--- src/rtl/rename_serialize_controller_pkg.sv ---
// Shared rename-stage types for the serialize controller: per-lane serialize kinds,
// controller phases, and the condition that lets a serialized op issue.
package rename_serialize_controller_pkg;

    typedef enum logic [1:0] {
        SER_NONE    = 2'd0,
        SER_PLAIN   = 2'd1,
        SER_FENCE   = 2'd2,
        SER_FENCE_I = 2'd3
    } SerializeKind;

    typedef enum logic [1:0] {
        IDLE     = 2'd0,
        FLUSH    = 2'd1,
        ISSUE    = 2'd2,
        WAIT_OWN = 2'd3
    } SerializePhase;

    function automatic int idx_width(input int lanes);
        return (lanes > 1) ? $clog2(lanes) : 1;
    endfunction

    // Plain ops only need older work retired; fences also need the store queue drained.
    function automatic logic ser_cond(input SerializeKind kind,
                                      input logic al_empty,
                                      input logic sq_empty);
        return (kind == SER_PLAIN) ? al_empty : (al_empty && sq_empty);
    endfunction

endpackage

--- src/rtl/rename_serialize_controller_if.sv ---
// Pipeline-register / rename-logic side of the serialize controller, grouped as one bundle.
interface rename_serialize_controller_if #(
    parameter int WIDTH          = 2,
    parameter int WAIT_CNT_WIDTH = 16
);
    logic                      stall;
    logic                      clear;
    logic                      activeListEmpty;
    logic                      storeQueueEmpty;
    logic [WIDTH-1:0]          valid;
    logic [2*WIDTH-1:0]        serKind;
    logic                      icFlushAck;
    logic [WIDTH-1:0]          laneEnable;
    logic                      serialize;
    logic                      icFlushReq;
    logic [WAIT_CNT_WIDTH-1:0] waitCycles;
    logic                      hung;

    modport master (
        output stall, clear, activeListEmpty, storeQueueEmpty, valid, serKind, icFlushAck,
        input  laneEnable, serialize, icFlushReq, waitCycles, hung
    );

    modport slave (
        input  stall, clear, activeListEmpty, storeQueueEmpty, valid, serKind, icFlushAck,
        output laneEnable, serialize, icFlushReq, waitCycles, hung
    );
endinterface

--- src/rtl/rename_serialize_controller_lane_picker.sv ---
// Finds the oldest pending lane carrying a serialized op and the pending lanes older than it.
module serialize_lane_picker
    import rename_serialize_controller_pkg::*;
#(
    parameter int WIDTH = 2,
    parameter int IDX_W = idx_width(WIDTH)
) (
    input  logic [WIDTH-1:0]   pending,
    input  logic [2*WIDTH-1:0] ser_kind,
    output logic [WIDTH-1:0]   k_onehot,
    output logic [IDX_W-1:0]   k_index,
    output logic               k_found,
    output logic [WIDTH-1:0]   older_mask
);

    // Scan from lane 0 upward; with no serialized lane, older_mask is simply pending.
    always_comb begin
        k_onehot   = '0;
        k_index    = '0;
        k_found    = 1'b0;
        older_mask = '0;
        for (int i = 0; i < WIDTH; i++) begin
            if (!k_found) begin
                if (pending[i] && (ser_kind[2*i +: 2] != SER_NONE)) begin
                    k_found     = 1'b1;
                    k_onehot[i] = 1'b1;
                    k_index     = IDX_W'(i);
                end else begin
                    older_mask[i] = pending[i];
                end
            end
        end
    end

endmodule

--- src/rtl/rename_serialize_controller.sv ---
// Rename-stage serializer: splits a group into older lanes, the serialized op alone,
// then younger lanes, with optional I-cache flush and a saturating wait counter.
module rename_serialize_controller
    import rename_serialize_controller_pkg::*;
#(
    parameter int WIDTH          = 2,
    parameter int WAIT_CNT_WIDTH = 16
) (
    input  logic                       clk,
    input  logic                       rst,
    rename_serialize_controller_if.slave bus
);

    localparam int IDX_W = idx_width(WIDTH);

    SerializePhase             state_q, state_d;
    logic [WIDTH-1:0]          done_mask_q, done_mask_d;
    logic [WAIT_CNT_WIDTH-1:0] wait_q, wait_d, wait_inc;

    logic [WIDTH-1:0] pending;
    logic [WIDTH-1:0] k_onehot;
    logic [IDX_W-1:0] k_index;
    logic             k_found;
    logic [WIDTH-1:0] older_mask;
    SerializeKind     k_kind;
    logic             k_cond;
    logic             has_older;

    assign pending = bus.valid & ~done_mask_q;

    serialize_lane_picker #(.WIDTH(WIDTH), .IDX_W(IDX_W)) u_picker (
        .pending    (pending),
        .ser_kind   (bus.serKind),
        .k_onehot   (k_onehot),
        .k_index    (k_index),
        .k_found    (k_found),
        .older_mask (older_mask)
    );

    assign k_kind    = SerializeKind'(bus.serKind[2*int'(k_index) +: 2]);
    assign k_cond    = ser_cond(k_kind, bus.activeListEmpty, bus.storeQueueEmpty);
    assign has_older = |older_mask;
    assign wait_inc  = (&wait_q) ? wait_q : (wait_q + WAIT_CNT_WIDTH'(1));

    always_ff @(posedge clk or posedge rst) begin
        if (rst) begin
            state_q     <= IDLE;
            done_mask_q <= '0;
            wait_q      <= '0;
        end else begin
            state_q     <= state_d;
            done_mask_q <= done_mask_d;
            wait_q      <= wait_d;
        end
    end

    // Clear overrides stall and any ack arriving in the same cycle.
    always_comb begin
        state_d     = state_q;
        done_mask_d = done_mask_q;
        wait_d      = wait_q;
        if (bus.clear) begin
            state_d     = IDLE;
            done_mask_d = '0;
            wait_d      = '0;
        end else if (!bus.stall) begin
            unique case (state_q)
                IDLE: begin
                    if (!k_found) begin
                        done_mask_d = '0;
                    end else if (has_older) begin
                        done_mask_d = done_mask_q | older_mask;
                    end else if (!k_cond) begin
                        wait_d = wait_inc;
                    end else if (k_kind == SER_FENCE_I) begin
                        state_d = FLUSH;
                    end else begin
                        done_mask_d = done_mask_q | k_onehot;
                        state_d     = WAIT_OWN;
                    end
                end
                FLUSH: begin
                    wait_d = wait_inc;
                    if (bus.icFlushAck) begin
                        state_d = ISSUE;
                    end
                end
                ISSUE: begin
                    done_mask_d = done_mask_q | k_onehot;
                    state_d     = WAIT_OWN;
                end
                WAIT_OWN: begin
                    if (bus.activeListEmpty && bus.storeQueueEmpty) begin
                        state_d = IDLE;
                        wait_d  = '0;
                    end
                end
                default: state_d = IDLE;
            endcase
        end
    end

    // Outputs read zero while reset is held so downstream sees a quiet stage immediately.
    always_comb begin
        bus.laneEnable = '0;
        bus.serialize  = 1'b0;
        bus.icFlushReq = 1'b0;
        unique case (state_q)
            IDLE: begin
                if (!k_found) begin
                    bus.laneEnable = pending;
                end else begin
                    bus.serialize = 1'b1;
                    if (has_older) begin
                        bus.laneEnable = older_mask;
                    end else if (k_cond && (k_kind != SER_FENCE_I)) begin
                        bus.laneEnable = k_onehot;
                    end
                end
            end
            FLUSH: begin
                bus.serialize  = 1'b1;
                bus.icFlushReq = 1'b1;
            end
            ISSUE: begin
                bus.serialize  = 1'b1;
                bus.laneEnable = k_onehot;
            end
            WAIT_OWN: bus.serialize = 1'b1;
            default: bus.serialize = 1'b1;
        endcase
        if (bus.stall || bus.clear || rst) begin
            bus.laneEnable = '0;
        end
        if (rst) begin
            bus.serialize  = 1'b0;
            bus.icFlushReq = 1'b0;
        end
    end

    assign bus.waitCycles = wait_q;
    assign bus.hung       = &wait_q;

endmodule
--- src/flat_wrapper.sv ---
// flat-port wrapper written by rule: the top's interface ports become plain ports
module rename_serialize_controller_flat import rename_serialize_controller_pkg::*;
#(
    parameter int WIDTH          = 2,
    parameter int WAIT_CNT_WIDTH = 16
)
  (clk, rst, bus_stall, bus_clear, bus_activeListEmpty, bus_storeQueueEmpty, bus_valid, bus_serKind, bus_icFlushAck, bus_laneEnable, bus_serialize, bus_icFlushReq, bus_waitCycles, bus_hung);
  rename_serialize_controller_if #(.WIDTH(WIDTH), .WAIT_CNT_WIDTH(WAIT_CNT_WIDTH)) bus_i ();
  input  logic clk;
  input  logic rst;
  input wire logic [$bits(bus_i.stall)-1:0] bus_stall;
  input wire logic [$bits(bus_i.clear)-1:0] bus_clear;
  input wire logic [$bits(bus_i.activeListEmpty)-1:0] bus_activeListEmpty;
  input wire logic [$bits(bus_i.storeQueueEmpty)-1:0] bus_storeQueueEmpty;
  input wire logic [$bits(bus_i.valid)-1:0] bus_valid;
  input wire logic [$bits(bus_i.serKind)-1:0] bus_serKind;
  input wire logic [$bits(bus_i.icFlushAck)-1:0] bus_icFlushAck;
  output wire logic [$bits(bus_i.laneEnable)-1:0] bus_laneEnable;
  output wire logic [$bits(bus_i.serialize)-1:0] bus_serialize;
  output wire logic [$bits(bus_i.icFlushReq)-1:0] bus_icFlushReq;
  output wire logic [$bits(bus_i.waitCycles)-1:0] bus_waitCycles;
  output wire logic [$bits(bus_i.hung)-1:0] bus_hung;
  assign bus_i.stall = bus_stall;
  assign bus_i.clear = bus_clear;
  assign bus_i.activeListEmpty = bus_activeListEmpty;
  assign bus_i.storeQueueEmpty = bus_storeQueueEmpty;
  assign bus_i.valid = bus_valid;
  assign bus_i.serKind = bus_serKind;
  assign bus_i.icFlushAck = bus_icFlushAck;
  assign bus_laneEnable = bus_i.laneEnable;
  assign bus_serialize = bus_i.serialize;
  assign bus_icFlushReq = bus_i.icFlushReq;
  assign bus_waitCycles = bus_i.waitCycles;
  assign bus_hung = bus_i.hung;
  rename_serialize_controller #(.WIDTH(WIDTH), .WAIT_CNT_WIDTH(WAIT_CNT_WIDTH)) u_core (.clk(clk), .rst(rst), .bus(bus_i));
endmodule
--- config.mk ---
export PLATFORM = sky130hd
export DESIGN_NAME = rename_serialize_controller_flat
export DESIGN_NICKNAME = d
export VERILOG_FILES = /design/src/rtl/rename_serialize_controller_pkg.sv /design/src/rtl/rename_serialize_controller_if.sv /design/src/rtl/rename_serialize_controller_lane_picker.sv /design/src/rtl/rename_serialize_controller.sv /design/src/flat_wrapper.sv
export SDC_FILE = /design/constraint.sdc
export NUM_CORES = 1
export LEC_CHECK = 0
export ABC_AREA = 1
export ABC_CLOCK_PERIOD_IN_PS = 3100
export BUFFER_PORTS_ARGS = -buffer_cell sky130_fd_sc_hd__buf_4
export CAP_MARGIN = 5
export CORE_MARGIN = 2
export CORE_UTILIZATION = 59
export DETAILED_ROUTE_END_ITERATION = 10
export PLACE_DENSITY_LB_ADDON = 0.3
export SYNTH_ARGS = -nofsm -noshare
export SYNTH_HDL_FRONTEND = slang
export SYNTH_SLANG_ARGS = --single-unit
--- constraint.sdc ---
create_clock -name clk -period 3.1 [get_ports clk]
set_input_delay 0.31 -clock clk [delete_from_list [all_inputs] [get_ports clk]]
set_output_delay 0.31 -clock clk [all_outputs]
set_load 0.01 [all_outputs]
# After elaboration in Yosys (flattened, before gate mapping)
# Cells that the tools add are included.
# Widths: inputs -> output; s select.
# totals
reg_bits	20
in_bits	13
word_cells	83
# op_classes
add_sub_neg	1
n_eq_ne	15
n_shift	1
mux	42
n_bitwise	4
reduce_logical	17
# ops
op	count
$mux 16	7
$pmux 16 s3	1
$mux 2	18
$add 16x1->16 const B	1
$reduce_and 16->1	1
$mux 1	12
$reduce_and 6->1	2
$ne 5x5->1 const B	2
$ne 3x2->1 const B	3
$ne 3x3->1 const B	3
$pmux 2 s2	2
$pmux 2 s4	1
$eq 2x2->1 const B	3
$eq 2x1->1 const B	2
$logic_and 1x1->1	4
$or 2x2->2	2
$reduce_and 4->1	1
$reduce_bool 2->1	2
$reduce_bool 4->1	1
$shiftx 4x3->2	1
$reduce_bool 3->1	1
$reduce_or 3->1	1
$and 2x2->2	1
$logic_not 2->1	1
other kinds (6)	7

# Depth between registers and ports, before layout
# logic_depth
depth_word	14
ltp_mapped	13
mapped_depth_nobuf	13

# By module
# Synthesis repeated with hierarchy kept, for this count alone.
# hier_totals
cells_unflattened	315
area_unflattened_um2	1908.1
# modules_own_cells
module	n_inst	cells_each	area_per_inst_um2	seq_area_each_um2
rename_serialize_controller	1	303	1850.5	500.5
serialize_lane_picker	1	12	57.6	0.0

# Least setup slack after synthesis
# Ideal clock, no wire load.
# synth_timing
path_type	register -> register
from	register u_core.state_q[0]
to	register u_core.wait_q[13] (netlist: u_core.bus.waitCycles[13])
setup_time_ns	0.117
t_arrival_ns	1.677
setup_slack_ns	1.306
path_stages_with_launch	14
path_buffers	1
period_less_slack_ns	1.794
cell_sequence	dfrtp_1 -> inv_1 -> ha_1 -> inv_1 -> nor2_1 -> nand2_1 -> nand2_1 -> a31oi_1 -> nand2_1 -> nor2_4 -> nand2_4 -> buf_6 -> nand2_1 -> nand2_1
# synth_between
elab_chain_len	4
elab_cells_between_ends	12
cone_classes	eq/ne (6); mux (3); reduce/logical (3)
# synth_lines
element	line	rtl
start: declaration	rename_serialize_controller.sv:16	SerializePhase state_q, state_d;
start signal: assignment	rename_serialize_controller.sv:51	state_q <= state_d;
$eq 2x2->1, or another cell as far along	rename_serialize_controller.sv:67	unique case (state_q)
$pmux 16 s3	rename_serialize_controller.sv:67	
$mux 16	rename_serialize_controller.sv:66	end else if (!bus.stall) begin
$mux 16	rename_serialize_controller.sv:62	if (bus.clear) begin
end signal: assignment	rename_serialize_controller.sv:53	wait_q <= wait_d;
end: declaration	rename_serialize_controller.sv:18	logic [WAIT_CNT_WIDTH-1:0] wait_q, wait_d, wait_inc;
# Several ways; a longest one is shown, not always the timed one. The select of a mux whose other input is x is not followed.
# A chain may end at the register's enable or synchronous reset.

# Worst setup path in the final report
# layout_timing
from	register u_core.done_mask_q[0]
to	output port bus_laneEnable[0]
# layout_between
elab_chain_len	14
elab_cells_between_ends	19
cone_classes	eq/ne (2); shift (1); mux (11); bitwise (2); reduce/logical (3)
# layout_lines
element	line	rtl
start: declaration	rename_serialize_controller.sv:17	logic [WIDTH-1:0] done_mask_q, done_mask_d;
start signal: assignment	rename_serialize_controller.sv:52	done_mask_q <= done_mask_d;
$not 2->2 *	rename_serialize_controller.sv:29	assign pending = bus.valid & ~done_mask_q;
$and 2x2->2 *	rename_serialize_controller.sv:29	
$logic_and 1x1->1	rename_serialize_controller_lane_picker.sv:24	if (pending[i] && (ser_kind[2*i +: 2] != SER_NONE)) begin
$mux 1	rename_serialize_controller_lane_picker.sv:24	
$mux 1	rename_serialize_controller_lane_picker.sv:23	if (!k_found) begin
$shiftx 4x3->2	rename_serialize_controller.sv:40	assign k_kind = SerializeKind'(bus.serKind[2*int'(k_index) +: 2]);
$eq 2x1->1	rename_serialize_controller_pkg.sv:27	return (kind == SER_PLAIN) ? al_empty : (al_empty && sq_empty);
$mux 1	rename_serialize_controller_pkg.sv:27	
$logic_and 1x1->1	rename_serialize_controller.sv:116	end else if (k_cond && (k_kind != SER_FENCE_I)) begin
$mux 2	rename_serialize_controller.sv:116	
$mux 2	rename_serialize_controller.sv:114	if (has_older) begin
$mux 2	rename_serialize_controller.sv:110	if (!k_found) begin
$pmux 2 s2 *	rename_serialize_controller.sv:108	unique case (state_q)
$mux 2 *	rename_serialize_controller.sv:132	if (bus.stall || bus.clear || rst) begin
end: declaration	flat_wrapper.sv:18	output wire logic [$bits(bus_i.laneEnable)-1:0] bus_laneEnable;
# Every way passes the cells marked *; elsewhere a longest branch is shown, timed or not.

==> results.ini <==
[outcome]
status=finished clean

[min_path]
hp-class=input pin to flop

[synth]
ys_seq_area_share_pct=28.96
avgSynthCellArea_um2=6.376
syn_inst=271
syn_nets=289
synth_warnings=0
synthesis.area_um2=1728
ys_ff_latch=20
synth_cell_types=28

[global_routing]
grt_pass1_vias=1741
grt-busiest-layer=met2
use_met1_pct=32.96
gr-usage-met3_pct=5.134
grt_antenna_before_repair=0
globalRouteOverflowTotal=0
grt_max_degree=21
grt_pass1_wl_mm=7.314
met2_usage_pct=47.40
grtUsageTotal_pct=27.55

[clock_tree]
cts.htree.levels=1
clockBufferDepth=2
cts-resized-gates=0
path_clk_slew_ns=0.13
cts_root_buf=clkbuf_4
postCtsSetupBuffers=0
cts_buffers=3
clk-insertion-delay-late_ns=0.33
cts_tree=done
clock-sinks=20

[power]
power_density_nw_per_um2=501.3
p_leak_uw=0.001060
vdd_drop_max_mv=0.5094

[routing]
post-route-drc-count=0
num_vias=1842
via_per_inst=5.499
wl_per_cell_um=12.42
drt-total-wl_mm=4.162
first_pass_iters=4
drtIter0Drc=65
antenna_left=0

[place]
gp_congestion=0.8650
dp_hpwl_mm=3.224
dpl.cell_count=330
port_buffers=33

[sta]
worst_pin_slew_ns=0.5083
slew_headroom_pct=66.11
whs_ns=0.3970
fin_crit_sh_pct=75.31
rsz0062_at_grt=false
slew_viol_final=0
hold_violations=0
fmax_mhz=428.4
setup_tns_ns=0
min_period_ns=2.334
setup_viol=0
fin_skew_ns=0.01466

[layout]
utilization_pct=74.09
drive_gt1_share_pct=18.09
final_common_cell=nand2_1
area_delta_synth_final_pct=18.25
n_fill_cell=242
mostFrequentLayoutCells=78 x nand2_1, 40 x nand3_1, 34 x inv_1, 34 x buf_4, 29 x nor2_1
nets=323
instances_no_fill=335
diodes=0

[worst_setup_path]
crit_required_ns=2.79
cp-end-kind=output port
worstSetupPathType=flop to output port
cp_max_fo=6
cp-start-kind=flop
crit_arrival_ns=2.02

[job]
cap_violations=0

[floorplan]
pin_count=34
die-height_um=58.12
rows=19
start_util_pct=62.66
dieArea_um2=3377
coreArea_um2=2758
die_w_um=58.12

[power by group]
| part | switching, uW | total (uW) | internal (uW) |
|---|---|---|---|
| clock network | 92.0 | 223 | 131 |
| registers | 52.4 | 350 | 297 |
| logic | 298 | 452 | 154 |
| total | 442 | 1020 | 582 |
[cells in the mapped netlist]
library cell  instances  area share [%]
nand2_2               4             1.4
nor3_1               12             3.5
a31o_2                2             1.0
nor2_1               29             6.3
ha_1                  5             3.6
inv_2                 2            0.43
a21oi_1               4             1.2
buf_6                 1            0.65
nor3_2                2             1.2
xor2_1                4             2.0
nand2_4               1            0.65
a31oi_1               1            0.36
clkbuf_1              2            0.43
nor2_4                2             1.3
o211ai_1              2            0.87
inv_1                34             7.4
nor2_2                3             1.1
nand2_1              78              17
buf_4                 3             1.3
nor4_1                7             2.5
o21a_1                1            0.43
nand4_1               5             1.8
nand3b_1              1            0.43
nor3_4                1            0.94
xnor2_1               1            0.51
nand3_1              40              12
o21ai_0               4             1.2
dfrtp_1              20              29
[sequential cells by signal, indices dropped and copies added (netlist names)]
register	count
u_core.bus.waitCycles	16
u_core.done_mask_q	2
u_core.state_q	2
[cell type report]
class | instances | area, um^2 | area share, %
clock buffer | 3 | 22.52 | 1.102
clock inverter | 1 | 30.03 | 1.470
inverter | 36 | 135.1 | 6.614
multi-input combinational | 209 | 1051 | 51.44
sequential | 20 | 500.5 | 24.49
tap | 31 | 38.79 | 1.898
timing repair buffer | 35 | 265.3 | 12.98
[final timing paths]
kind,from,endpoint,slack [ns],depth (start not counted)
hold reg to reg,u_core.done_mask_q[1],u_core.done_mask_q[1],0.55,2
setup / recovery,u_core.done_mask_q[0],bus_laneEnable[0],0.77,12
setup reg to reg,u_core.state_q[0],u_core.bus.waitCycles[0],0.87,12
max in group asynchronous,rst,u_core.bus.waitCycles[13],2.09,4
min in group asynchronous,rst,u_core.done_mask_q[0],0.50,3
hold / removal,bus_stall,u_core.done_mask_q[0],0.40,4
[cells by family (layout without fill, tap and decap cells)]
| kind of cell | count (synthesis) | in the layout | synth area share (%) |
|---|---|---|---|
| buf+inv | 42 | 75 | 10.21 |
| flops | 20 | 20 | 28.96 |
| compound gates | 14 | 14 | 4.997 |
| fa+ha+maj | 5 | 5 | 3.621 |
| xor+xnor | 5 | 5 | 2.534 |
| simple gates | 185 | 185 | 49.67 |
[critical path, cell delays in order (launching register included)]
cell and delay, ns:
dfrtp_1 0.44, nor2_2 0.17, nand2_2 0.11, nand2_2 0.11, nand2_1 0.05, nand2_1 0.08, nand3_1 0.10, nand2_1 0.13
nand2_1 0.09, nand2_1 0.06, nand3_1 0.06, a21oi_1 0.13, buf_4 0.14
[through the flow]
stage	power (uW)	cell area, um^2	setup WS [ns]
after floorplan	687.6	1728	1.306
after global placement	792.6	1981	0.9372
after detailed placement	802.3	1981	0.8859
after CTS	1024	2043	0.7956
after global routing	1101	2043	0.5567
final	1024	2043	0.7655
[timing repair]
action	4_1_cts	5_1_grt
hold buffers	1	0
hold endpoints to repair	7	0
endpoints found under the setup margin	0	0
[routing by layer]
metal | routed length, um | share of wire, % | vias up
li1 | - | - | 943
met5 | 0 | 0 | -
met2 | 2106 | 51 | 63
met3 | 196 | 4.7 | 15
met4 | 108 | 2.6 | 0
met1 | 1750 | 42 | 821
No activity file was read; power rests on OpenSTA's default activity.
